<file path="src/rtl/spi_sched_pkg.sv">
// Shared definitions for the SPI transmit scheduler.
// Frame width depends on the optional SPI_TX_TAG_EN macro: when defined,
// each frame carries a 3-bit requester index ahead of the 16 data bits.
package spi_sched_pkg;

  localparam int DATA_W = 16;
  localparam int TAG_W  = 3;

`ifdef SPI_TX_TAG_EN
  localparam int FW = TAG_W + DATA_W;
`else
  localparam int FW = DATA_W;
`endif

  typedef enum logic [2:0] {
    ST_IDLE  = 3'd0,
    ST_SETUP = 3'd1,
    ST_SHIFT = 3'd2,
    ST_HOLD  = 3'd3,
    ST_GAP   = 3'd4
  } state_e;

endpackage

</file>
<file path="src/rtl/spi_shift_engine.sv">
// SPI mode-0 shift engine: clock divider, bit counter, shift register and
// spi_clk / spi_mosi generation. Sequencing between phases is decided by the
// scheduler FSM; this block only reports divider ticks and the last fall.
// The shift register back-fills zeros, so MOSI is naturally 0 once every
// frame bit has been sent.
module spi_shift_engine
  import spi_sched_pkg::*;
#(
  parameter int CLK_DIV = 25
) (
  input  logic          clk,
  input  logic          rst_n,
  input  logic          load_i,
  input  logic [FW-1:0] frame_i,
  input  logic          run_i,
  input  logic          shift_en_i,
  output logic          tick_o,
  output logic          last_fall_o,
  output logic          spi_clk_o,
  output logic          spi_mosi_o
);

  localparam int DIV_W = (CLK_DIV > 1) ? $clog2(CLK_DIV) : 1;
  localparam int BIT_W = $clog2(FW);

  logic [DIV_W-1:0] div_q, div_d;
  logic [BIT_W-1:0] bit_q, bit_d;
  logic [FW-1:0]    sreg_q, sreg_d;
  logic             sclk_q, sclk_d;
  logic             last_bit;

  assign tick_o      = run_i && (div_q == DIV_W'(CLK_DIV - 1));
  assign last_bit    = (bit_q == BIT_W'(FW - 1));
  assign last_fall_o = shift_en_i && tick_o && sclk_q && last_bit;
  assign spi_clk_o   = sclk_q;
  assign spi_mosi_o  = sreg_q[FW-1];

  // Divider reloads to zero on every tick so it never wraps mid half-period
  always_comb begin
    div_d = div_q;
    if (!run_i || load_i || tick_o) div_d = '0;
    else                            div_d = div_q + 1'b1;
  end

  // Serial clock toggles on ticks while shifting; data moves on each fall
  always_comb begin
    sclk_d = sclk_q;
    sreg_d = sreg_q;
    bit_d  = bit_q;
    if (load_i) begin
      sreg_d = frame_i;
      bit_d  = '0;
      sclk_d = 1'b0;
    end else if (!shift_en_i) begin
      sclk_d = 1'b0;
    end else if (tick_o) begin
      if (!sclk_q) begin
        sclk_d = 1'b1;
      end else begin
        sclk_d = 1'b0;
        sreg_d = {sreg_q[FW-2:0], 1'b0};
        bit_d  = last_bit ? '0 : bit_q + 1'b1;
      end
    end
  end

  // Engine registers, cleared asynchronously so outputs idle at once
  always_ff @(posedge clk or negedge rst_n) begin
    if (!rst_n) begin
      div_q  <= '0;
      bit_q  <= '0;
      sreg_q <= '0;
      sclk_q <= 1'b0;
    end else begin
      div_q  <= div_d;
      bit_q  <= bit_d;
      sreg_q <= sreg_d;
      sclk_q <= sclk_d;
    end
  end

endmodule

</file>
<file path="src/rtl/spi_tx_scheduler.sv">
// Round-robin scheduler sharing one SPI transmit link among NUM_REQ
// requesters. Optional macro SPI_TX_TAG_EN prefixes each frame with the
// 3-bit requester index.
// Handshake: req[k] is a level; while high, req_data slice k must be stable.
// The word is taken in the IDLE cycle that grants k, and ack[k] pulses for
// exactly one cycle right after; a requester that drops req before its
// grant is simply skipped and never acknowledged.
module spi_tx_scheduler
  import spi_sched_pkg::*;
#(
  parameter int NUM_REQ = 4,
  parameter int CLK_DIV = 25,
  parameter int GAP_CYC = 4
) (
  input  logic                      clk,
  input  logic                      rst_n,
  input  logic [NUM_REQ-1:0]        req,
  input  logic [NUM_REQ*DATA_W-1:0] req_data,
  output logic [NUM_REQ-1:0]        ack,
  output logic                      spi_clk,
  output logic                      spi_mosi,
  output logic                      spi_ss,
  output logic                      busy,
  output state_e                    state_o
);

  localparam int IDX_W = $clog2(NUM_REQ);
  localparam int GAP_W = (GAP_CYC > 1) ? $clog2(GAP_CYC) : 1;

  state_e             state_q, state_d;
  logic [IDX_W-1:0]   ptr_q, ptr_d;
  logic [GAP_W-1:0]   gap_q, gap_d;
  logic [NUM_REQ-1:0] ack_q, ack_d;
  logic               gnt_valid;
  logic [IDX_W-1:0]   gnt_idx, cand_idx, gnt_next;
  int                 cand;
  logic [DATA_W-1:0]  gnt_data;
  logic [FW-1:0]      frame;
  logic               load, run, shift_en, tick, last_fall;

  // Round-robin search starting at the pointer (one past the last grant)
  always_comb begin
    gnt_valid = 1'b0;
    gnt_idx   = '0;
    cand      = 0;
    cand_idx  = '0;
    for (int i = 0; i < NUM_REQ; i++) begin
      cand = int'(ptr_q) + i;
      if (cand >= NUM_REQ) cand = cand - NUM_REQ;
      cand_idx = IDX_W'(cand);
      if (!gnt_valid && req[cand_idx]) begin
        gnt_valid = 1'b1;
        gnt_idx   = cand_idx;
      end
    end
  end

  assign gnt_next = (gnt_idx == IDX_W'(NUM_REQ - 1)) ? '0 : gnt_idx + 1'b1;

  // Select the granted requester's data slice
  always_comb begin
    gnt_data = '0;
    for (int i = 0; i < NUM_REQ; i++) begin
      if (gnt_idx == IDX_W'(i)) gnt_data = req_data[i*DATA_W +: DATA_W];
    end
  end

`ifdef SPI_TX_TAG_EN
  assign frame = {TAG_W'(gnt_idx), gnt_data};
`else
  assign frame = gnt_data;
`endif

  // Frame sequencing: grant, setup, shift, hold, inter-frame gap
  always_comb begin
    state_d = state_q;
    ptr_d   = ptr_q;
    gap_d   = gap_q;
    ack_d   = '0;
    load    = 1'b0;
    case (state_q)
      ST_IDLE: begin
        if (gnt_valid) begin
          load    = 1'b1;
          state_d = ST_SETUP;
          ptr_d   = gnt_next;
          for (int i = 0; i < NUM_REQ; i++) ack_d[i] = (gnt_idx == IDX_W'(i));
        end
      end
      ST_SETUP: if (tick) state_d = ST_SHIFT;
      ST_SHIFT: if (last_fall) state_d = ST_HOLD;
      ST_HOLD: begin
        if (tick) begin
          state_d = ST_GAP;
          gap_d   = '0;
        end
      end
      ST_GAP: begin
        if (gap_q == GAP_W'(GAP_CYC - 1)) begin
          state_d = ST_IDLE;
          gap_d   = '0;
        end else begin
          gap_d = gap_q + 1'b1;
        end
      end
      default: state_d = ST_IDLE;
    endcase
  end

  // Scheduler registers; reset discards any in-flight frame
  always_ff @(posedge clk or negedge rst_n) begin
    if (!rst_n) begin
      state_q <= ST_IDLE;
      ptr_q   <= '0;
      gap_q   <= '0;
      ack_q   <= '0;
    end else begin
      state_q <= state_d;
      ptr_q   <= ptr_d;
      gap_q   <= gap_d;
      ack_q   <= ack_d;
    end
  end

  assign run      = (state_q == ST_SETUP) || (state_q == ST_SHIFT) || (state_q == ST_HOLD);
  assign shift_en = (state_q == ST_SHIFT);
  assign spi_ss   = ~run;
  assign busy     = (state_q != ST_IDLE);
  assign ack      = ack_q;
  assign state_o  = state_q;

  spi_shift_engine #(
    .CLK_DIV (CLK_DIV)
  ) u_engine (
    .clk         (clk),
    .rst_n       (rst_n),
    .load_i      (load),
    .frame_i     (frame),
    .run_i       (run),
    .shift_en_i  (shift_en),
    .tick_o      (tick),
    .last_fall_o (last_fall),
    .spi_clk_o   (spi_clk),
    .spi_mosi_o  (spi_mosi)
  );

endmodule

</file>
<file path="config.mk">
export PLATFORM = sky130hd
export DESIGN_NAME = spi_tx_scheduler
export DESIGN_NICKNAME = d
export VERILOG_FILES = /design/src/rtl/spi_sched_pkg.sv /design/src/rtl/spi_shift_engine.sv /design/src/rtl/spi_tx_scheduler.sv
export SDC_FILE = /design/constraint.sdc
export NUM_CORES = 1
export LEC_CHECK = 0
export CAP_MARGIN = 25
export CORE_ASPECT_RATIO = 1.5
export CORE_MARGIN = 8
export CORE_UTILIZATION = 50
export CTS_CLUSTER_DIAMETER = 200
export CTS_CLUSTER_SIZE = 12
export DETAILED_ROUTE_END_ITERATION = 8
export DONT_BUFFER_PORTS = 1
export PLACE_DENSITY = 0.71
export SLEW_MARGIN = 15
export SYNTH_ARGS = -nofsm -noshare
export SYNTH_HDL_FRONTEND = slang
export SYNTH_HIERARCHICAL = 1
export SYNTH_SLANG_ARGS = --single-unit
</file>
<file path="constraint.sdc">
create_clock -name clk -period 2 [get_ports clk]
set_input_delay 0.4 -clock clk [delete_from_list [all_inputs] [get_ports clk]]
set_output_delay 0.4 -clock clk [all_outputs]
set_load 0.01 [all_outputs]
</file>
==> results.cfg <==
[floorplan]
io-pin-count = 81
start_util = 0.522
dieArea_um2 = 7640
die_w_um = 74.1
core_um2 = 4850
num_rows = 31
die_y_um = 103

[finish]
fin_area_um2 = 3090
antenna_cells = 0
final_nets = 368
syn_to_final_growth_pct = 22.1
drive_gt1_frac = 0.269
fin_util = 0.637

[worst_setup_path]
cp_common_cell = buf_12
crit_path_end_kind = flip-flop
worst_setup_path_start_kind = flip-flop
cp_slowest_cell = dfrtp_2
path_max_fanout = 10
path_class = flip-flop to flip-flop
arrival_ps = 2320
cp.required_ps = 2170
path_cells = nand3b_1, o21ai_2, a221o_1, ha_4, buf_12, buf_12, a221oi_2, o31ai_2, a2bb2oi_1
slowest_delay_ps = 460

[worst_hold_path]
hp-class = input pin to flip-flop

[synthesis]
synth.avg_cell_area_um2 = 9.13
synth_edf_count = 0
synth_top_cell_area_share = 0.366
synth.distinct_cells = 47
synth_area_leaders = dfrtp_1 37%, a221oi_1 5.5%, a41oi_1 5.2%
synth_seq_area_share = 0.366
syn_nets = 355
yosysTopAreaCell = dfrtp_1
syn_inst = 277
synth_warnings = 6
netlist_area_um2 = 2530
yosys_register_bits = 37
synthArstFlopShare = 1.00
ys.flop_type = dfrtp_1

[grt]
overflow = 0
grt_pass1_vias = 2314
grt_max_degree = 38
grt_pass1_wl_um = 11000
antenna_found_initial = 0
grt_usage = 0.180

[timing]
fin_crit_sh = 1.08
fmax_mhz = 464
maxSlewViolCount = 0
rsz0062_at_grt = yes
clock_skew_ps = 6.23
hold_violations = 0
tightest_slew_ps = 323
slew_headroom = 0.784
finalCriticalPeriod_ps = 2150
hold_ws_ps = 310
setup_violations = 15
finalWorstSetupSlack_ps = -153

[placement]
place_hpwl_um = 4690
post-place-ws_ps = -123
dpl-instance-area_um2 = 2710
portBuffers = 0
gp_congestion = 0.807

[clock_tree]
clk_latency_ps = 290
cts_tree = done
cts-root-buf = clkbuf_8
cts-htree-levels = 2
clk_pin_slew_worst_paths_ps = 70
clock_path_buffers = 2
clock-sinks = 37
cts_inserted_buffers = 5

[status]
failed_checks = negative setup slack
outcome = complete, but fails checks

[detailed_routing]
first_iter_violations = 93
first_pass_iters = 4
wl_per_cell_um = 19.4
wirelength_um = 6900
vias_per_cell = 6.40
num_vias = 2277
drc = 0
antenna_left = 0

[power]
power.leakage_uw = 0.00121
irDropWorstVdd_v = 0.000543
powerDensity_nw_per_um2 = 625
total_power_uw = 1930

[job]
maxCapViolations = 0
-- through the flow --
step | cells | TNS (ps)
global route | 356 | -3270
finish | 356 | -1510
CTS | 348 | -1260
global placement | 339 | -586
floorplan | 277 | -17.0
detailed placement | 339 | -1410
-- routing by layer --
layer | track usage | wire length, um | vias to the layer above
met5 | 0 | 0 | -
met4 | 0.0587 | 44 | 0
met3 | 0.0633 | 525 | 4
met2 | 0.285 | 3510 | 94
met1 | 0.219 | 2830 | 1095
li1 | - | - | 1084
-- critical path: cells and delay by family (launching register included) --
| kind | cells | cell delay, ps |
|---|---|---|
| AOI/OAI and AO/OA | 5 | 970 |
| adders and majority gates | 1 | 200 |
| buffers and inverters | 2 | 290 |
| DFF | 1 | 460 |
| and+or+nand+nor | 1 | 120 |
-- cells in the final DEF (no fill, tap or decap), types with 2 or more instances in the layout --
| cell | count |
|---|---|
| a41oi_1 | 15 |
| nand4_1 | 3 |
| dfrtp_2 | 2 |
| a31oi_1 | 3 |
| inv_1 | 8 |
| and3_1 | 5 |
| nor2b_1 | 15 |
| and2_1 | 2 |
| o21ai_1 | 2 |
| o31ai_2 | 7 |
| a21oi_1 | 9 |
| o31ai_1 | 10 |
| ha_1 | 5 |
| o22ai_1 | 3 |
| clkbuf_8 | 6 |
| a221oi_1 | 2 |
| buf_12 | 6 |
| buf_4 | 23 |
| dfrtp_1 | 35 |
| ha_2 | 2 |
| nand3b_1 | 2 |
| nor2_1 | 15 |
| xor2_1 | 3 |
| o21ai_0 | 19 |
| or3b_1 | 2 |
| nand2_1 | 19 |
| a2bb2oi_1 | 13 |
| nand2b_1 | 3 |
| a221oi_2 | 13 |
| a21oi_2 | 2 |
| nand3_1 | 6 |
-- area by class of cell --
cell class	instances	area [um^2]
clock buffer	6	82.6
timing repair buffer	31	328
fill	406	1760
multi-input combinational	205	1620
tap	66	82.6
sequential	37	928
inverter	10	37.5
clock inverter	1	7.51
-- cell families (layout without fill, tap and decap cells) --
family          after synthesis  after routing  share of synthesized area
flops                        37             37                      0.366
mux                           3              3                     0.0138
compound gates              106            106                      0.304
fa+ha+maj                     8              8                     0.0396
xor+xnor                      4              4                     0.0139
simple gates                 84             84                      0.195
buf+inv                      35             48                     0.0673
-- synthesized netlist by cell type, types with 2 or more instances --
cell       count
a21oi_1       11
o31ai_1       17
or3b_1         2
nand2b_1       3
o21ai_0       22
buf_6          3
nor2_1        15
nand2_1       20
inv_1          8
ha_1           8
buf_2          7
clkbuf_1      12
xor2_1         3
nand3b_1       2
nand4_1        3
a31oi_1        3
and2_1         2
mux2i_1        2
nor2b_1       15
and3_1         6
buf_4          2
a221oi_1      16
nand3_1        6
a41oi_1       15
a2bb2oi_1     14
o22ai_1        3
dfrtp_1       37
-- timing repair --
action                                 in CTS  in global routing
endpoints found under the hold margin      37                  0
setup buffers                               0                  7
gates cloned                                0                  1
hold buffers                                2                  0
pin swaps                                   4                 13
setup endpoints to repair                  16                 16
resized for setup                          15                 22
-- final timing paths --
kind                       slack [ps]  depth (start not counted)              start                 end
setup / recovery                 -150                          9           ptr_q[1]  u_engine/sreg_q[5]
hold / removal                    310                          2             req[0]            ptr_q[0]
setup reg to reg                 -150                          9           ptr_q[1]  u_engine/sreg_q[5]
hold reg to reg                   500                          1  u_engine/div_q[0]   u_engine/div_q[0]
max in group asynchronous        1220                          2              rst_n            ptr_q[1]
min in group asynchronous         570                          2              rst_n   u_engine/div_q[4]
-- power by group --
group / internal, uW / leakage (uW) / total, uW / switching (uW)
combinational: 308 / 0.000696 / 566 / 258
clock: 272 / 0.0000433 / 530 / 258
sequential: 800 / 0.000468 / 835 / 35.6
total: 1380 / 0.00121 / 1930 / 551
-- state kept, by name, summed over array words and instances, names as in the netlist --
register            cells
u_engine/div_q          5
u_engine/bit_q          4
u_engine/sreg_q        16
u_engine/spi_clk_o      1
state_o                 3
ptr_q                   2
ack                     4
gap_q                   2
Note: power is estimated with default switching activity, not from simulation.
